### src/rtl/proc_run_ctrl_pkg.sv
// proc_run_ctrl_pkg: shared state/halt-cause encodings and default widths for the run controller.
package proc_run_ctrl_pkg;
  localparam int CNT_W_DEF = 32;
  localparam int PC_W_DEF  = 32;
  typedef enum logic [1:0] {
    ST_IDLE = 2'd0,
    ST_RUN  = 2'd1,
    ST_STEP = 2'd2,
    ST_HALT = 2'd3
  } state_t;
  typedef enum logic [2:0] {
    CAUSE_NONE  = 3'd0,
    CAUSE_STOP  = 3'd1,
    CAUSE_LIMIT = 3'd2,
    CAUSE_BP    = 3'd3,
    CAUSE_STEP  = 3'd4
  } cause_t;
endpackage

### src/rtl/proc_run_ctrl_edge_det.sv
// run_edge_det: registered rising-edge detector for operator command inputs.
module run_edge_det (
  input  logic clk,
  input  logic Proc_reset,
  input  logic d,
  output logic rise
);
  logic q;
  always_ff @(posedge clk or posedge Proc_reset)
    if (Proc_reset) q <= 1'b0;
    else q <= d;
  assign rise = d & ~q;
endmodule

### src/rtl/proc_run_ctrl.sv
// proc_run_ctrl: run/step/halt sequencer generating the PC advance enable.
// Optional PC breakpoint enabled by defining RUN_CTRL_BREAKPOINT_EN.
module proc_run_ctrl
  import proc_run_ctrl_pkg::*;
#(
  parameter int CNT_W = CNT_W_DEF,
  parameter int PC_W  = PC_W_DEF
) (
  input  logic             clk,
  input  logic             Proc_reset,
  input  logic             start_i,
  input  logic             stop_i,
  input  logic             step_i,
  input  logic [PC_W-1:0]  pc_i,
  input  logic [CNT_W-1:0] limit_i,
  input  logic             bp_en_i,
  input  logic [PC_W-1:0]  bp_addr_i,
  output logic             Proc_run_en,
  output logic [1:0]       state_o,
  output logic [2:0]       halt_cause_o,
  output logic [CNT_W-1:0] adv_cnt_o
);
  state_t state;
  cause_t cause;
  logic start_rise, step_rise, limit_hit, bp_hit, halt_now;
  run_edge_det u_start (.clk(clk), .Proc_reset(Proc_reset), .d(start_i), .rise(start_rise));
  run_edge_det u_step  (.clk(clk), .Proc_reset(Proc_reset), .d(step_i),  .rise(step_rise));
  assign limit_hit = (limit_i != '0) && (adv_cnt_o >= limit_i);
`ifdef RUN_CTRL_BREAKPOINT_EN
  // resume masks the breakpoint for the first RUN cycle so a restart at bp_addr moves on
  logic resume;
  assign bp_hit = bp_en_i && (pc_i == bp_addr_i) && !resume;
  always_ff @(posedge clk or posedge Proc_reset)
    if (Proc_reset) resume <= 1'b0;
    else if ((state == ST_IDLE || state == ST_HALT) && start_rise) resume <= 1'b1;
    else if (state == ST_RUN) resume <= 1'b0;
`else
  logic unused_bp;
  assign unused_bp = ^{bp_en_i, bp_addr_i};
  assign bp_hit = 1'b0;
`endif
  assign halt_now = stop_i | limit_hit | bp_hit;
  assign Proc_run_en = (state == ST_RUN && !halt_now) || (state == ST_STEP && !limit_hit);
  always_ff @(posedge clk or posedge Proc_reset)
    if (Proc_reset) begin
      state <= ST_IDLE;
      cause <= CAUSE_NONE;
    end else begin
      case (state)
        ST_IDLE, ST_HALT:
          if (start_rise) begin
            state <= ST_RUN;
            cause <= CAUSE_NONE;
          end else if (step_rise) begin
            state <= ST_STEP;
            cause <= CAUSE_NONE;
          end
        ST_RUN:
          if (halt_now) begin
            state <= ST_HALT;
            cause <= stop_i ? CAUSE_STOP : limit_hit ? CAUSE_LIMIT : CAUSE_BP;
          end
        ST_STEP: begin
          state <= ST_HALT;
          cause <= limit_hit ? CAUSE_LIMIT : CAUSE_STEP;
        end
        default: state <= ST_IDLE;
      endcase
    end
  always_ff @(posedge clk or posedge Proc_reset)
    if (Proc_reset) adv_cnt_o <= '0;
    else if (Proc_run_en && adv_cnt_o != '1) adv_cnt_o <= adv_cnt_o + 1'b1;
  assign state_o      = state;
  assign halt_cause_o = cause;
endmodule

### config.mk
export PLATFORM = sky130hd
export DESIGN_NAME = proc_run_ctrl
export DESIGN_NICKNAME = d
export VERILOG_FILES = /design/src/rtl/proc_run_ctrl_pkg.sv /design/src/rtl/proc_run_ctrl_edge_det.sv /design/src/rtl/proc_run_ctrl.sv
export SDC_FILE = /design/constraint.sdc
export NUM_CORES = 1
export LEC_CHECK = 0
export CORE_ASPECT_RATIO = 1.75
export CORE_MARGIN = 2
export CORE_UTILIZATION = 45
export DETAILED_ROUTE_END_ITERATION = 6
export GPL_TIMING_DRIVEN = 1
export MAX_ROUTING_LAYER = met4
export PLACE_DENSITY_LB_ADDON = 0.15
export RECOVER_POWER = 25
export SETUP_SLACK_MARGIN = 0.05
export SYNTH_ARGS = -nofsm -noshare
export SYNTH_HDL_FRONTEND = slang
export SYNTH_HIERARCHICAL = 1
export SYNTH_SLANG_ARGS = --single-unit
### constraint.sdc
create_clock -name clk -period 4.15 [get_ports clk]
set_input_delay 0.83 -clock clk [delete_from_list [all_inputs] [get_ports clk]]
set_output_delay 0.83 -clock clk [all_outputs]
set_load 0.005 [all_outputs]
# Word level (Yosys, flattened, before mapping)
# Cells that the tools add are included.
op_classes:
  addsub: 1
  magnitude_cmp: 1
  eq_ne: 6
  mux: 11
  bitwise: 5
  reduce_logical: 11
op_table:
  columns: ["cell", "count"]
  rows:
  - ["$add 32x1->32 const B", 1]
  - ["$ge 32x32->1", 1]
  - ["$ne 32x32->1 const B", 1]
  - ["$reduce_bool 32->1", 1]
  - ["$mux 3", 4]
  - ["$pmux 3 s3", 1]
  - ["$mux 2", 4]
  - ["$pmux 2 s3", 1]
  - ["$eq 2x2->1 const B", 2]
  - ["$logic_and 1x1->1", 4]
  - ["$ne 3x3->1 const B", 1]
  - ["$and 1x1->1", 2]
  - ["$eq 2x1->1 const B", 1]
  - ["$logic_not 1->1", 2]
  - ["$logic_not 2->1", 1]
  - ["$ne 2x2->1 const B", 1]
  - ["$not 1->1", 2]
  - ["$reduce_and 2->1", 1]
  - ["$reduce_or 2->1", 1]
  - ["$logic_or 1x1->1", 1]
  - ["$mux 1", 1]
  - ["$or 1x1->1", 1]
word_totals:
  regBits: 39
  in_bits: 102
  wordCells: 40

# Logic depth before layout (Yosys ltp)
# Gate-level depths: netlist of run 1.
logic_depth:
  word_depth: 7
  depth_mapped: 10

# Modules after synthesis
# Netlist of run 1, hierarchy kept.
by_module_without_submodules:
  columns: ["module", "n_inst", "cells_per_inst", "area_each_um2", "seq_area_each_um2"]
  rows:
  - ["proc_run_ctrl", 1, 314, 2792.7, 925.9]
  - ["run_edge_det", 2, 3, 42.5, 25.0]

# Worst setup path after synthesis of run 1
# Ideal clock, no wire load.
synth_timing:
  path_kind: "input -> output"
  from: "input limit_i[0]"
  to: "output Proc_run_en"
  arrival_time_ps: 2372
  required_ps: 3320
  slack_ps: 948
  stages: 8
  path_buffers: 1
  cell_sequence: "ha_1 -> nand2b_1 -> a2111o_1 -> a31oi_1 -> a311oi_1 -> or2_4 -> buf_6 -> nor2_1"
synth_between:
  elab_chain_len: 6
  word_cells_on_any_way: 9
  cone_classes: "1 x order compare; 1 x bitwise; 7 x reduce/logical"
synth_rtl:
  columns: ["item", "line_no", "source"]
  rows:
  - ["start, declared", "proc_run_ctrl.sv:15", "input logic [CNT_W-1:0] limit_i,"]
  - ["$ge 32x32->1 / $reduce_bool 32->1 (equally long branches)", "proc_run_ctrl.sv:28", "assign limit_hit = (limit_i != '0) && (adv_cnt_o >= limit_i);"]
  - ["$logic_and 1x1->1 (*)", "proc_run_ctrl.sv:28", null]
  - ["$or 1x1->1", "proc_run_ctrl.sv:42", "assign halt_now = stop_i | limit_hit | bp_hit;"]
  - ["$logic_not 1->1", "proc_run_ctrl.sv:43", "assign Proc_run_en = (state == ST_RUN && !halt_now) || (state == ST_STEP && !limit_hit);"]
  - ["$logic_and 1x1->1", "proc_run_ctrl.sv:43", null]
  - ["$logic_or 1x1->1 (*)", "proc_run_ctrl.sv:43", null]
  - ["end, declared", "proc_run_ctrl.sv:18", "output logic Proc_run_en,"]
# Mark *: on every way between the ends. The rest lies on a longest branch, timed or not.

# Worst setup path after layout of run 1
layout_timing:
  from: "input limit_i[13]"
  to: "output Proc_run_en"
# Same word-level chain as after synthesis.

==> results of run 1 <==
==> repair_timing <==
item | CTS | global route
endpoints found under the hold margin | 0 | 0
cloned | 0 | 0
endpoints found under the setup margin | 1 | 1
pin swaps | 4 | 0
setup buffers | 1 | 0
gates resized for setup | 6 | 2
==> logic make-up (layout without fill, tap and decap cells) <==
logic type | after synthesis | in the layout | synth area share [%]
muxes | 2 | 2 | 0.783
adders and majority gates | 35 | 35 | 15.2
DFF | 39 | 39 | 33.9
buffers and inverters | 48 | 138 | 6.74
AOI/OAI and AO/OA | 34 | 34 | 7.13
and+or+nand+nor | 132 | 132 | 27.1
xor gates and xnor gates | 30 | 30 | 9.13
==> worst paths after layout <==
kind                                  to  cells past startpoint
max in group asynchronous   adv_cnt_o[4]                      3
min in group asynchronous       u_step/q                      2
max reg2reg                adv_cnt_o[18]                     11
min                        adv_cnt_o[23]                      1
max                          Proc_run_en                     10
min reg2reg                adv_cnt_o[23]                      1
==> per-layer routing <==
| layer | part of all wire [%] | track usage, % | vias up |
|---|---|---|---|
| met3 | 3.3 | 2.66 | 15 |
| met2 | 55 | 42.0 | 64 |
| li1 | - | - | 1320 |
| met4 | 2.7 | 7.90 | 0 |
| met1 | 39 | 25.1 | 1300 |
| met5 | 0 | - | - |
==> layout make-up <==
cell class	instances	area [um2]
Timing Repair Buffer	87	832
Tap cell	80	100
Fill cell	560	2270
Sequential cell	39	976
Multi-Input combinational cell	233	1740
Clock buffer	8	100
Inverter	43	161
==> stage by stage <==
stage / power (mW) / area [um2] / utilization (%)
after global placement: 0.922 / 3780 / 61.1
final: 1.20 / 3910 / 63.3
after CTS: 1.21 / 3910 / 63.2
after global routing: 1.28 / 3910 / 63.3
after detailed placement: 0.933 / 3780 / 61.1
after floorplan: 0.714 / 2880 / -
==> critical path: cells and delay by family <==
| family | cells | cell delay (ns) |
|---|---|---|
| buffers and inverters | 3 | 0.81 |
| AND/OR/NAND/NOR | 4 | 0.73 |
| AO/OA/AOI/OAI | 2 | 0.43 |
| adder cells (fa/ha/maj) | 1 | 0.29 |
==> state kept, by name (all words and copies together), names as in the netlist <==
register,count
adv_cnt_o,32
halt_cause_o,3
state_o,2
u_start/q,1
u_step/q,1
==> Yosys cell counts, types with 2 or more instances <==
master / n / area share [%]
inv_1: 43 / 5.6
dfrtp_1: 39 / 34
ha_1: 35 / 15
nand2_1: 22 / 2.9
nand4_1: 21 / 4.6
xnor2_1: 21 / 6.4
nand3_1: 20 / 3.5
nor2_1: 14 / 1.8
a21oi_1: 13 / 2.3
nor4_1: 13 / 2.8
o21ai_0: 11 / 1.9
and3_1: 9 / 2.0
xor2_1: 9 / 2.7
nand2b_1: 7 / 1.5
nor3_1: 6 / 1.0
nor4_2: 6 / 2.6
and4_1: 4 / 1.2
a221oi_1: 2 / 0.61
a32oi_1: 2 / 0.61
buf_2: 2 / 0.35
nor2b_4: 2 / 0.96
==> power groups by stage <==
stage	Combinational, mW	Sequential (mW)	Clock, mW
after floorplan	0.227	0.487	0
after global placement	0.424	0.498	0
after detailed placement	0.433	0.500	0
after CTS	0.433	0.493	0.285
after global routing	0.474	0.501	0.301
final	0.427	0.493	0.283
==> impl_metrics.json, run 1 <==
{
  "worstSetupPathType": "input pin to output pin",
  "period_minus_slack_ns": 3.91,
  "max_freq_mhz": 256,
  "grt_max_degree": 38,
  "synth_cells": 320,
  "holdWs_ns": 0.525,
  "drc": 0,
  "r2r-start": "adv_cnt_o[0]",
  "maxCapViolations": 1,
  "wl_per_cell_um": 15.3,
  "max_slew_margin_pct": -37.1,
  "antenna_cells": 0,
  "gp_congestion": 0.874,
  "hold_viol_final": 0,
  "peakVddDrop_v": 0.000340,
  "finalSetupTns_ns": 0,
  "ys_ff_latch": 39,
  "wl_mm": 7.48,
  "dp.cells": 481,
  "cts_buffers": 5,
  "overflow": 0,
  "yosysSeqAreaShare_pct": 33.9,
  "grt_use_total_pct": 22.8,
  "start_kind": "input pin",
  "place_ws_ns": -0.101,
  "critPathCaptureType": "output pin",
  "ys_warn_count": 6,
  "drive_above_1_share_pct": 9.51,
  "timing.final.crit_share_pct": 94.3,
  "finalSetupViolCount": 0,
  "start_util_pct": 46.6,
  "cts_buffer_depth": 2,
  "finalClockSkew_ns": 0.00513,
  "power_density_nw_per_um2": 307,
  "rows": 38,
  "die-height_um": 110,
  "cts_tree": "yes",
  "crit_path_cell_trace": "clkdlybuf4s50_1, inv_1, ha_1, nand4_1, nor4_2, a31oi_1, a311oi_2, or2_4, nor2_1, dlygate4sd2_1",
  "num_vias": 2699,
  "hpwl_mm": 6.00,
  "antenna_found_initial": 0,
  "reg2reg_slack_ns": 1.33,
  "synth_flop_cell": "dfrtp_1",
  "rsz0062_at_grt": "false",
  "layout_commonest_cell": "clkdlybuf4s50_1",
  "h-tree-depth": 2,
  "ioPinCount": 140,
  "synth_edf_count": 0,
  "layout_setup_ws_ns": 0.237,
  "instances_no_fill": 490,
  "cpPeakStageDelay_ns": 0.49,
  "first_global_vias": 2706,
  "p_int_mw": 0.794,
  "critPathMaxFanout": 3,
  "seqPwrFrac_pct": 41.0,
  "p_sw_mw": 0.409,
  "drt_iter0_markers": 107,
  "hold_class": "flip-flop to flip-flop",
  "die_area_um2": 7080,
  "area_growth_pct": 36.0,
  "cp.required_ns": 3.32,
  "violations": "capacitance limit, slew limit",
  "dr.pass1.iters": 4,
  "synth_fp_nets": 457,
  "synthArstFlopShare_pct": 100,
  "pwr-share-comb_pct": 35.5,
  "grt_pass1_wl_mm": 12.4,
  "insertion_delay_ns": 0.29,
  "synthDistinctLibCells": 40,
  "layout.nets": 546,
  "leakage_nw": 1.82,
  "crit_arrival_ns": 3.08,
  "core_area_um2": 6180,
  "final_cell_mix": "clkdlybuf4s50_1 (69), inv_1 (43), dfrtp_1 (39)",
  "drv_slew": 38,
  "port_buffers": 74,
  "clkTransAtPathRegs_ns": 0.08,
  "slowest_stage": "clkdlybuf4s50_1",
  "cp-startpoint": "limit_i[13]",
  "outcome": "finished, violations left",
  "worstHoldStart": "adv_cnt_o[23]",
  "p_clk_share_pct": 23.5,
  "postRouteAntennaNets": 0,
  "synth_area_um2": 2880,
  "viasPerCell": 5.51,
  "swShare_pct": 34.0,
  "die_x_um": 64.5,
  "cts-root-buf": "clkbuf_8",
  "worstMarginPinSlew_ns": 2.06,
  "syn_area_per_cell_um2": 8.99,
  "cts-hold-fix-buffers": 0,
  "clock-sinks": 39
}
No activity file was read; power rests on OpenSTA's default activity.
==> run 2: changes to the inputs <==
--- a/config.mk
+++ b/config.mk
@@ -13,6 +13,7 @@
 export MAX_ROUTING_LAYER = met4
 export PLACE_DENSITY_LB_ADDON = 0.15
 export RECOVER_POWER = 25
+export REMOVE_ABC_BUFFERS = 1
 export SETUP_SLACK_MARGIN = 0.05
 export SYNTH_ARGS = -nofsm -noshare
 export SYNTH_HDL_FRONTEND = slang
==> impl_metrics.json, run 2 (synthesized netlist as in run 1, its figures left out) <==
{
  "outcome": "finished, violations left",
  "violations": "capacitance limit, slew limit",
  "cts-root-buf": "clkbuf_8",
  "cts-hold-fix-buffers": 0,
  "gp_congestion": 0.866,
  "postRouteAntennaNets": 0,
  "drc": 0,
  "largest-register": "adv_cnt_o",
  "worstSetupPathType": "input pin to output pin",
  "finalSetupViolCount": 0,
  "grt_use_total_pct": 24.2,
  "power_density_nw_per_um2": 303,
  "swShare_pct": 35.5,
  "grt_pass1_wl_mm": 12.8,
  "core_area_um2": 6180,
  "drive_above_1_share_pct": 8.80,
  "timing.final.crit_share_pct": 95.5,
  "h-tree-depth": 2,
  "grt_max_degree": 38,
  "clock-sinks": 39,
  "multi_input_area_um2": 1730,
  "holdWs_ns": 0.526,
  "p_clk_share_pct": 21.9,
  "placed_area_um2": 3780,
  "insertion_delay_ns": 0.30,
  "peakVddDrop_v": 0.000356,
  "die_area_um2": 7080,
  "cts_tree": "yes",
  "rsz0062_at_grt": "false",
  "final_cell_mix": "clkdlybuf4s50_1 (69), inv_1 (43), dfrtp_1 (39)",
  "maxCapViolations": 1,
  "max_freq_mhz": 252,
  "start_util_pct": 46.6,
  "clkTransAtPathRegs_ns": 0.08,
  "cp.required_ns": 3.32,
  "finalClockSkew_ns": 0.00798,
  "rows": 38,
  "hold_viol_final": 0,
  "hpwl_mm": 6.08,
  "hold_class": "flip-flop to flip-flop",
  "p_sw_mw": 0.418,
  "largest_reg_flops": 32,
  "critPathMaxFanout": 3,
  "min_path_cells": 2,
  "cts_buffers": 5,
  "worstMarginPinSlew_ns": 2.08,
  "place_ws_ns": -0.214,
  "viasPerCell": 5.56,
  "start_kind": "input pin",
  "leakage_nw": 1.80,
  "first_global_vias": 2708,
  "ioPinCount": 140,
  "final_area_um2": 3880,
  "layout.nets": 545,
  "layout_setup_ws_ns": 0.186,
  "pwr-share-comb_pct": 36.4,
  "num_vias": 2718,
  "n_fill_cell": 582,
  "regArea_um2": 976,
  "drt_iter0_markers": 86,
  "power_mw": 1.18,
  "die_x_um": 64.5,
  "crit_arrival_ns": 3.13,
  "area_growth_pct": 34.8,
  "period_minus_slack_ns": 3.96,
  "wl_per_cell_um": 16.2,
  "max_slew_margin_pct": -38.7,
  "seqPwrFrac_pct": 41.8,
  "dr.pass1.iters": 4,
  "reg2reg_depth": 10,
  "wl_mm": 7.95,
  "layout_commonest_cell": "clkdlybuf4s50_1",
  "drv_slew": 38,
  "overflow": 0,
  "critPathCaptureType": "output pin",
  "die-height_um": 110,
  "p_int_mw": 0.759,
  "antenna_cells": 0,
  "port_buffers": 74,
  "cts_buffer_depth": 2,
  "antenna_found_initial": 0,
  "finalSetupTns_ns": 0
}
run 2: changes by cell type in the layout (fill, tap and decap cells not counted), sizes merged:
| cell | previous run | this run |
|---|---|---|
| buf | 12 | 11 |
| clkbuf | 9 | 7 |
| clkinv | 0 | 1 |
| clkinvlp | 0 | 1 |
run 2: worst paths after layout:
kind / start / to / slack [ns]
setup / recovery: limit_i[14] / Proc_run_en / 0.19
hold / removal: halt_cause_o[0] / halt_cause_o[0] / 0.53
setup reg to reg: adv_cnt_o[0] / adv_cnt_o[31] / 1.41
hold reg to reg: halt_cause_o[0] / halt_cause_o[0] / 0.53
max in group asynchronous: Proc_reset / adv_cnt_o[19] / 1.19
min in group asynchronous: Proc_reset / u_start/q / 0.84
run 2: worst max-delay path, cell delays in order:
cell             delay (ns)
clkdlybuf4s50_1        0.50
inv_1                  0.05
ha_1                   0.29
nand4_1                0.15
nor4_1                 0.31
a31oi_1                0.14
a311oi_2               0.34
or2_4                  0.19
nor2_1                 0.05
dlygate4sd2_1          0.28
run 2: power groups by stage:
stage               Combinational (mW)  Sequential, mW  Clock (mW)
global route                     0.482           0.500       0.281
finish                           0.428           0.492       0.257
floorplan                        0.224           0.487           0
global placement                 0.425           0.500           0
CTS                              0.432           0.492       0.265
detailed placement               0.431           0.499           0
run 2: final cells by class:
cell class	count	area share [%]
clock inverter	2	0.322
sequential	39	25.2
multi-input combinational	233	44.7
clock buffer	6	1.87
timing repair buffer	86	21.3
inverter	43	4.16
tap	80	2.58
run 2: routing by layer:
| metal | share of wire, % | GRT usage [%] |
|---|---|---|
| met1 | 39 | 25.4 |
| met2 | 55 | 44.8 |
| met3 | 3.1 | 2.97 |
| met4 | 3.4 | 11.1 |
| met5 | 0 | - |
run 2: repair_timing:
item,in CTS,in global routing
resized for setup,2,4
hold endpoints to repair,0,0
setup buffers,0,0
endpoints found under the setup margin,1,1
pin swaps,1,0
run 2: through the flow:
stage               std cells  utilization [%]
floorplan                 315                -
global placement          481             61.1
detailed placement        481             61.1
CTS                       489             62.4
global route              489             62.8
finish                    489             62.8
==> run 3: changes to the inputs <==
--- a/config.mk
+++ b/config.mk
@@ -7,14 +7,13 @@
 export LEC_CHECK = 0
 export CORE_ASPECT_RATIO = 1.75
 export CORE_MARGIN = 2
-export CORE_UTILIZATION = 45
+export CORE_UTILIZATION = 37
 export DETAILED_ROUTE_END_ITERATION = 6
 export GPL_TIMING_DRIVEN = 1
 export MAX_ROUTING_LAYER = met4
 export PLACE_DENSITY_LB_ADDON = 0.15
 export RECOVER_POWER = 25
 export REMOVE_ABC_BUFFERS = 1
-export SETUP_SLACK_MARGIN = 0.05
 export SYNTH_ARGS = -nofsm -noshare
 export SYNTH_HDL_FRONTEND = slang
 export SYNTH_HIERARCHICAL = 1
==> constraint.sdc (replaced) <==
create_clock -name clk -period 3.2 [get_ports clk]
set_input_delay 0.64 -clock clk [delete_from_list [all_inputs] [get_ports clk]]
set_output_delay 0.64 -clock clk [all_outputs]
set_load 0.005 [all_outputs]
==> impl_metrics.json, run 3 (synthesized netlist as in run 1, its figures left out) <==
{
  "start_util_pct": 38.0,
  "crit_end": "Proc_run_en",
  "period_minus_slack_ns": 3.15,
  "grt_max_degree": 38,
  "final_cell_mix": "buf_4 (51), dfrtp_1 (39), clkdlybuf4s50_1 (38)",
  "overflow": 0,
  "cp.depth": 10,
  "cpPeakStageDelay_ns": 0.33,
  "outcome": "completed",
  "maxCapViolations": 0,
  "worstMarginPinSlew_ns": 0.965,
  "timing.final.crit_share_pct": 98.5,
  "reg2reg_slack_ns": 0.57,
  "drt_iter0_markers": 125,
  "antenna_cells": 0,
  "fin_util_pct": 60.2,
  "critPathMaxFanout": 3,
  "worstSetupPathType": "input pin to output pin",
  "crit_path_cell_trace": "dlygate4sd2_1, inv_1, ha_4, nand4_1, nor3_4, nand3_2, a311oi_2, or2_4, nor2_4, buf_2",
  "layout.nets": 586,
  "slowest_stage": "a311oi_2",
  "clkTransAtPathRegs_ns": 0.06,
  "antenna_found_initial": 0,
  "num_vias": 2947,
  "clock-sinks": 39,
  "layout_commonest_cell": "buf_4",
  "r2r-start": "adv_cnt_o[0]",
  "first_global_vias": 3085,
  "power_density_nw_per_um2": 392,
  "hold_viol_final": 0,
  "core_area_um2": 7570,
  "cp-startpoint": "limit_i[29]",
  "max_freq_mhz": 317,
  "drive_above_1_share_pct": 28.2,
  "dp.cells": 525,
  "crit_arrival_ns": 2.51,
  "max_slew_margin_pct": 35.7,
  "cts-hold-fix-buffers": 0,
  "critPathCaptureType": "output pin",
  "wl_mm": 9.58,
  "peakVddDrop_v": 0.000482,
  "die_area_um2": 8530,
  "die-height_um": 121,
  "path_delay_family": "simple AND/OR/NAND/NOR gates",
  "rows": 42,
  "h-tree-depth": 2,
  "cts_buffer_depth": 2,
  "reg2reg_depth": 12,
  "cts-root-buf": "clkbuf_16",
  "finalSetupViolCount": 0,
  "path_buf_inv": 3,
  "hold_class": "flip-flop to flip-flop",
  "largest-register": "adv_cnt_o",
  "largest_reg_flops": 32,
  "dr.pass1.iters": 4,
  "port_buffers": 74,
  "gp_congestion": 0.913,
  "cp.required_ns": 2.56,
  "hpwl_mm": 7.43,
  "cts_buffers": 5,
  "cts_tree": "yes",
  "viasPerCell": 5.48,
  "wl_per_cell_um": 17.8,
  "start_kind": "input pin",
  "area_growth_pct": 58.4,
  "insertion_delay_ns": 0.28,
  "drv_slew": 0,
  "leakage_nw": 2.19,
  "r2r_end": "state_o[0]",
  "grt_pass1_wl_mm": 15.2,
  "die_x_um": 70.7,
  "grt_use_total_pct": 24.1,
  "postRouteAntennaNets": 0,
  "finalClockSkew_ns": 0.00386,
  "drc": 0,
  "instances_no_fill": 538,
  "ioPinCount": 140
}
## run 3: how the worst min path moves through the flow
stage / from / endpoint / cells past startpoint
floorplan: Proc_reset / u_start/q / 1
global placement: adv_cnt_o[31] / adv_cnt_o[31] / 1
detailed placement: halt_cause_o[1] / halt_cause_o[1] / 2
CTS: halt_cause_o[1] / halt_cause_o[1] / 2
global route: halt_cause_o[2] / halt_cause_o[2] / 2
finish: halt_cause_o[1] / halt_cause_o[1] / 2
## run 3: worst reg2reg max path, stage by stage (launching register included)
cell and delay (ns):
dfrtp_1 0.35, inv_1 0.05, ha_1 0.27, nand2b_4 0.13, a2111o_1 0.42, a31oi_1 0.21, a311oi_2 0.15, buf_4 0.16
buf_4 0.12, nor2_2 0.18, buf_12 0.19, nand2_1 0.08, a22o_1 0.22
## run 3: through the flow
stage / hold WS (ns) / area, um2 / worst slack [ns] / TNS [ns] / power (mW)
2_1_floorplan: 0.369 / 2850 / 0.365 / 0 / 0.922
3_3_place_gp: 0.521 / 4070 / -0.661 / -2.18 / 1.27
3_5_place_dp: 0.519 / 4070 / -0.627 / -1.95 / 1.28
4_1_cts: 0.534 / 4360 / 0.00129 / 0 / 1.77
5_1_grt: 0.573 / 4560 / -0.0337 / -0.0337 / 1.90
6_report: 0.526 / 4560 / 0.0476 / 0 / 1.79
## run 3: power breakdown
group	internal (mW)	leakage [nW]	switching [mW]
Combinational	0.343	1.60	0.343
Clock	0.287	0.0669	0.194
Sequential	0.553	0.523	0.0689
## run 3: cell type report
cell class	count	area (um2)
well taps	88	110
flip-flops and latches	39	976
repair buffers	127	1150
inverters	43	161
fillers	681	3010
clock inverters	2	12.5
clock buffers	6	129
multi-input cells	233	2020
## run 3: timing repair
item	CTS	global route
setup endpoints to repair	1	1
buffers inserted	3	2
resized for setup	51	47
pin swaps	23	19
## run 3: routing by layer
metal,share of wire [%],global-route usage [%],up-vias,routed length [um]
li1,-,-,1401,-
met1,36,24.4,1411,3460
met2,53,43.5,100,5070
met3,4.5,3.25,35,435
met4,6.5,14.0,0,621
met5,0,-,-,0
